==> src/rtl/sw_debounce.sv <==
// Switch conditioner: two-flop synchroniser, shared sample prescaler and
// per-bit stability counters, with one-cycle rise/fall strobes.
module sw_debounce #(
  parameter int n_sw   = 9,
  parameter int div    = 1000,
  parameter int stable = 4
) (
  input  logic            clk,
  input  logic            n_reset,
  input  logic [n_sw-1:0] sw_raw,
  output logic [n_sw-1:0] sw,
  output logic [n_sw-1:0] sw_rise,
  output logic [n_sw-1:0] sw_fall,
  output logic            tick
);

  localparam int PW = (div > 1) ? $clog2(div) : 1;
  localparam int CW = (stable > 1) ? $clog2(stable + 1) : 1;
  localparam logic [PW-1:0] PRE_LAST = PW'(div - 1);
  localparam logic [CW:0]   STABLE_N = (CW + 1)'(stable);

  logic [n_sw-1:0] sync1;
  logic [n_sw-1:0] sync2;
  logic [PW-1:0]   pre;
  logic [CW-1:0]   cnt      [n_sw];
  logic [CW-1:0]   cnt_next [n_sw];
  logic [CW:0]     cnt_inc;
  logic [n_sw-1:0] sw_next;
  logic [n_sw-1:0] rise_next;
  logic [n_sw-1:0] fall_next;

  always_ff @(posedge clk or negedge n_reset) begin
    if (!n_reset) begin
      sync1 <= '0;
      sync2 <= '0;
    end else begin
      sync1 <= sw_raw;
      sync2 <= sync1;
    end
  end

  // With div = 1 the counter sits at 0, which equals PRE_LAST, so tick stays high.
  assign tick = (pre == PRE_LAST);

  always_ff @(posedge clk or negedge n_reset) begin
    if (!n_reset) begin
      pre <= '0;
    end else if (tick) begin
      pre <= '0;
    end else begin
      pre <= pre + PW'(1);
    end
  end

  // A bit flips only after `stable` consecutive ticks that sample a differing level.
  always_comb begin
    cnt_inc   = '0;
    sw_next   = sw;
    rise_next = '0;
    fall_next = '0;
    for (int i = 0; i < n_sw; i++) begin
      cnt_next[i] = cnt[i];
      cnt_inc     = {1'b0, cnt[i]} + (CW + 1)'(1);
      if (tick) begin
        if (sync2[i] == sw[i]) begin
          cnt_next[i] = '0;
        end else if (cnt_inc < STABLE_N) begin
          cnt_next[i] = cnt_inc[CW-1:0];
        end else begin
          cnt_next[i]  = '0;
          sw_next[i]   = sync2[i];
          rise_next[i] = sync2[i];
          fall_next[i] = ~sync2[i];
        end
      end
    end
  end

  always_ff @(posedge clk or negedge n_reset) begin
    if (!n_reset) begin
      sw      <= '0;
      sw_rise <= '0;
      sw_fall <= '0;
      for (int i = 0; i < n_sw; i++) begin
        cnt[i] <= '0;
      end
    end else begin
      sw      <= sw_next;
      sw_rise <= rise_next;
      sw_fall <= fall_next;
      for (int i = 0; i < n_sw; i++) begin
        cnt[i] <= cnt_next[i];
      end
    end
  end

endmodule

==> config.mk <==
export PLATFORM = sky130hd
export DESIGN_NAME = sw_debounce
export DESIGN_NICKNAME = d
export VERILOG_FILES = /design/src/rtl/sw_debounce.sv
export SDC_FILE = /design/constraint.sdc
export NUM_CORES = 1
export LEC_CHECK = 0
export ABC_AREA = 1
export CAP_MARGIN = 15
export CORE_AREA = 5 5 94 96
export DETAILED_ROUTE_END_ITERATION = 6
export DIE_AREA = 0 0 99 101
export PLACE_DENSITY = 0.61
export SLEW_MARGIN = 30
export SYNTH_ARGS = -nofsm -noshare
export SYNTH_HDL_FRONTEND = slang
export SYNTH_SLANG_ARGS = --single-unit
==> constraint.sdc <==
create_clock -name clk -period 1.7 [get_ports clk]
set_input_delay 0.34 -clock clk [delete_from_list [all_inputs] [get_ports clk]]
set_output_delay 0.34 -clock clk [all_outputs]
set_load 0.05 [all_outputs]
==> flow_summary.toml, run 1 <==
[outcome]
outcome = "complete, but fails checks"
violations = "negative setup slack"

[route]
ant_nets = 0
drt_pass1_iterations = 4
routed_wl_um = 5710
drc = 0
via_per_inst = 4.46
drt_iter0_markers = 65
avgRoutedWirePerCell_um = 10.5
vias = 2414

[floorplan]
dieArea_um2 = 10000
die_w_um = 99
core_um2 = 7970
start_util = 0.428
floorplan.io_pins = 39
fp.dieH_um = 101
rows = 33

[synthesis]
synth.top_cell.area_share = 0.602
synth_nets = 394
synth.area.top_cells = "dfrtp_1, nand2_1, nor2_1"
yosysMostFrequentCell = "nand2_1"
ys.flop_type = "dfrtp_1"
synth-seq-cells = 82
synth_xor_area_frac = 0.0282
seq_area_frac_synth = 0.602
yosys.area.top_type = "dfrtp_1"
synth_edf_count = 0
syn_area_um2 = 3410
syn_avg_cell_area_um2 = 9.14
yosys.cell_types.count = 18
synthCells = 373
synth-simple-area-share = 0.266
synth.area.mux_share = 0
synth_fa_ha_area_frac = 0.0367
synthArstFlopShare = 1.00
yosys_warnings = 0
synth_top_family_by_area = "simple AND/OR/NAND/NOR gates"
synth_compound_area_frac = 0.00624
synth_common_cells = "nand2_1, dfrtp_1, nor2_1, inv_1, nand3_1"

[setup_path]
crit_start = "pre[0]"
cp-start-kind = "register"
cp.arrival_ns = 1.39
endpoint_kind = "output pin"
reg2reg_slack_ns = 0.07
reg2reg_depth = 11
cp.required_ns = 1.36
crit_type = "register to output pin"
cp_max_fo = 3
reg2reg_from = "pre[0]"

[sta]
fin_crit_sh = 1.02
worst_slack_ns = -0.0280
relSlewSlack = 0.772
max_slew.worst_pin.slew_ns = 0.341
fin_crit_ns = 1.73
finClkSkew_ns = 0.00622
slew_viol_final = 0
rsz0062_at_grt = "true"
clock.fmax_ghz = 0.579
hold_violations = 0
holdWs_ns = 0.350
setup_violations = 1

[power]
total_power_mw = 3.53
leakage_nw = 2.38
vdd_drop_max_v = 0.000592
power_density_nw_per_um2 = 848

[layout]
multi_input_area_um2 = 1160
nFillCells = 730
seq_area_um2 = 2050
drive_above_1_share = 0.174
diodes = 0
utilization = 0.522
fin_nets = 453
syn2layout_area_growth_pct = 22.0
instances_no_fill = 541

[global_routing]
antenna_found_initial = 0
use_met1 = 0.158
use_met2 = 0.201
grt_use_total = 0.127
grt_pass1_vias = 2379
top_usage_layer = "met2"
grt_pass1_wl_um = 10200
grt_max_degree = 39
met3_usage = 0.0388
overflow = 0

[clocking]
clock_sinks = 82
cts-buffers-inserted = 9
cts_tree = "done"
clk_latency_ns = 0.34
root_buffer = "clkbuf_8"
clkSlewWorstSetupHoldPaths_ns = 0.07
cts.htree.levels = 3
clock_path_buffers = 2

[run]
maxCapViolCount = 0

[placed_design]
port_buffers = 38
place_ws_ns = 0.139
hpwl_um = 3840
dp.cells = 518
gp_congestion = 0.734

[worst_hold_path]
min-delay-start = "sync1[0]"
hold_path_class = "register to register"
hold_depth = 0
## area by class of cell
class,count,share of cell area
Tap cell,105,0.0316
Multi-Input combinational cell,247,0.278
Clock inverter,3,0.0156
Timing Repair Buffer,55,0.116
Inverter,37,0.0334
Sequential cell,82,0.493
Clock buffer,12,0.0325
## power by group
group	switching, mW	leakage [nW]	internal [mW]	total [mW]
registers	0.0124	1.09	1.97	1.98
logic	0.0503	1.19	0.0372	0.0875
clock network	0.637	0.100	0.819	1.46
## flip-flops by register name, summed over array words and instances, names as in the netlist
signal	flops
sw_fall	9
cnt	27
sync2	9
sw_rise	9
pre	10
sw	9
sync1	9
## kinds of logic after synthesis
family | Yosys count
AND/OR/NAND/NOR | 222
flip-flops | 82
buffers and inverters | 44
XOR/XNOR | 11
adder cells (fa/ha/maj) | 10
AO/OA/AOI/OAI | 4
## final timing paths
kind | endpoint
min | sync2[0]
min in group asynchronous | cnt[5]
min reg2reg | sync2[0]
max | tick
max reg2reg | sw[3]
max in group asynchronous | cnt[12]
## repair_timing
item                                    CTS  global route
hold buffers                              1             0
pin swaps                                 2             2
resized for setup                         4             2
endpoints found under the hold margin    12             0
cloned                                    0             0
buffers inserted                          3             4
endpoints found under the setup margin    1             1
## metrics by stage
stage | setup TNS [ns] | instance area [µm²]
CTS | -0.0243 | 4120
global placement | 0 | 3880
floorplan | 0 | 3410
global route | -0.128 | 4160
finish | -0.0280 | 4160
detailed placement | 0 | 3880
## worst max-delay path, stage by stage, from the launching register on
cell and delay [ns]:
dfrtp_1 0.37, ha_2 0.19, nand2_2 0.06, inv_2 0.06, nand2_2 0.06, nor2_4 0.16, buf_12 0.15
## layout by cell type (no fill, tap or decap), drive strengths merged, types with 3 or more instances in the layout
cell             n
nand2          139
inv             37
nand3           20
a21oi            3
nor3             6
buf             45
clkbuf          12
xnor2           10
or2             10
nor2            46
clkdlybuf4s50    9
ha              10
dfrtp           82
## per-layer routing
| metal | up-vias | routed length, µm |
|---|---|---|
| met5 | - | 0 |
| met4 | 0 | 129 |
| met3 | 12 | 212 |
| met2 | 31 | 2650 |
| met1 | 1121 | 2720 |
| li1 | 1250 | - |
Power figures use the tool's default switching activity.
==> run 2, diff against run 1 <==
Settings changed: CAP_MARGIN 15 to 20.
==> results of run 2 <==
The final DEF is identical to that of run 1; final timing and power are the same.
==> run 3, diff against run 2 <==
Settings changed: ABC_AREA 1 to unset, CORE_AREA 5 5 94 96 to 5 5 92 94, CTS_CLUSTER_SIZE set to 40, DIE_AREA 0 0 99 101 to 0 0 97 99, PLACE_DENSITY 0.61 to 0.63.
==> flow_summary.toml, run 3 <==
[route]
drc = 0
wl_met3_um = 243
wl_met2_um = 3140
drt_iter0_markers = 52
drt_pass1_iterations = 4
wl_met1_um = 2720
routed_wl_um = 6200
avgRoutedWirePerCell_um = 13.1
top_layer_used = "met4"
vias = 2350
via_per_inst = 4.98
ant_nets = 0

[synthesis]
yosys_warnings = 0
synth-seq-cells = 82
synth.top_cell.area_share = 0.618
synthCells = 279
yosys.cell_types.count = 37
synth.area.top_cells = "dfrtp_1, nand2_1, nor3b_1"
synth_nets = 300
yosysMostFrequentCell = "dfrtp_1"
synth_common_cells = "dfrtp_1, nand2_1, nor3b_1, and2_1"
syn_area_um2 = 3320
yosys.area.top_type = "dfrtp_1"
ys.flop_type = "dfrtp_1"
seq_area_frac_synth = 0.618
syn_avg_cell_area_um2 = 11.9
synth_edf_count = 0
synthArstFlopShare = 1.00

[setup_path]
cp.arrival_ns = 1.67
cp-start-kind = "register"
cp_max_fo = 2
crit_buf_inv = 3
cp_cell_sequence = "ha_4 -> and4b_1 -> nand3b_1 -> clkinv_2 -> buf_12 -> buf_12"
r2r-end = "sw[0]"
reg2reg_from = "pre[1]"
endpoint_kind = "output pin"
crit_type = "register to output pin"
cp_slowest_cell = "dfrtp_1"
cp.required_ns = 1.36
reg2reg_depth = 7
max_stage_delay_ns = 0.41
crit_family = "flip-flops"
crit_top_cell = "buf_12"
reg2reg_slack_ns = -0.30

[clocking]
cts-buffers-inserted = 9
clkSlewWorstSetupHoldPaths_ns = 0.08
clock_path_buffers = 2
clock_sinks = 82
cts_tree = "done"
cts.htree.levels = 3
clk_latency_ns = 0.35
root_buffer = "clkbuf_8"

[sta]
relSlewSlack = 0.710
slew_viol_final = 0
fin_crit_sh = 1.18
hold_violations = 6
fin_crit_ns = 2.01
finClkSkew_ns = 0.00675
setup_violations = 35
rsz0062_at_grt = "true"
holdWs_ns = -0.00830
clock.fmax_ghz = 0.497
max_slew.worst_pin.slew_ns = 0.435
worst_slack_ns = -0.310
fin_setup_tns_ns = -3.99

[outcome]
violations = "negative hold slack, negative setup slack"
outcome = "complete, but fails checks"

[layout]
instances_no_fill = 472
diodes = 0
layout_commonest_cell = "dfrtp_1"
top_regs = "cnt x27, pre x10"
fin_nets = 386
final_cell_mix = "dfrtp_1, buf_4, nand2_1"
largest_register_ffs = 27
drive_above_1_share = 0.376
fin_area_um2 = 4590
regMostFlops = "cnt"
syn2layout_area_growth_pct = 38.1

[floorplan]
die_w_um = 97
start_util = 0.439
floorplan.io_pins = 39
rows = 32
core_um2 = 7570
fp.dieH_um = 99
dieArea_um2 = 9600

[global_routing]
overflow = 0
grt_pass1_vias = 2352
grt_use_total = 0.142
antenna_found_initial = 0
grt_max_degree = 83
grt_pass1_wl_um = 11000

[placed_design]
dpl-instance-area_um2 = 4030
hpwl_um = 4030
gp_congestion = 0.757
port_buffers = 38
dp.cells = 446

[power]
vdd_drop_max_v = 0.000452
power_density_nw_per_um2 = 805
leakage_nw = 2.27

[run]
maxCapViolCount = 0

[worst_hold_path]
hold_path_class = "input pin to async pin"
==> run 3: cell count changes after synthesis, moves of 14 or more <==
| cell | previous run | this run |
|---|---|---|
| and2_1 | 0 | 14 |
| inv_1 | 34 | 2 |
| nand2_1 | 139 | 45 |
| nand3_1 | 19 | 4 |
| nor2_1 | 45 | 13 |
| nor3b_1 | 0 | 18 |
==> run 3: cell families after synthesis <==
family,Yosys count,synth area share
and+or+nand+nor,112,0.180
DFF,82,0.618
AOI/OAI and AO/OA,42,0.0799
xor gates and xnor gates,15,0.0395
adders and majority gates,10,0.0377
buffers and inverters,9,0.0109
muxes,9,0.0339
==> run 3: final cells by class <==
type	instances	area (µm²)
clock buffer	13	169
tap	102	128
multi-input combinational	188	1450
inverter	3	12.5
timing repair buffer	81	709
clock inverter	3	68.8
fill	603	2980
sequential	82	2050
==> run 3: how the worst max path moves through the flow <==
stage           start    end  slack [ns]  depth (start not counted)
6_report       pre[1]   tick       -0.31                          6
5_1_grt        pre[0]   tick       -0.40                          6
4_1_cts        pre[1]   tick       -0.30                          6
3_5_place_dp   pre[1]  sw[8]       -0.21                          6
3_3_place_gp   pre[1]  sw[8]       -0.13                          6
2_1_floorplan  pre[0]  sw[0]       -0.11                          5
==> run 3: timing repair <==
action                     4_1_cts  5_1_grt
hold buffers                     0        0
gates resized for setup         25       34
pin swaps                        2       12
setup endpoints to repair       30       56
setup buffers                    7        3
==> run 3: report_power, final <==
group,switching [mW],internal [mW]
clock network,0.670,0.954
registers,0.0169,1.97
logic,0.0474,0.0335
total,0.734,2.96
==> run 3: metrics by stage <==
stage                      util  power (mW)  worst slack (ns)
final                     0.606        3.69            -0.310
after CTS                 0.584        3.76            -0.305
after global placement    0.533        2.11            -0.130
after global routing      0.606        3.86            -0.404
after floorplan               -        2.03            -0.108
after detailed placement  0.533        2.11            -0.207
==> run 3: metal layers <==
| layer | vias to the layer above | track usage |
|---|---|---|
| li1 | 1143 | - |
| met1 | 1161 | 0.174 |
| met2 | 36 | 0.232 |
| met3 | 10 | 0.0573 |
| met4 | 0 | 0.0443 |
| met5 | - | 0 |
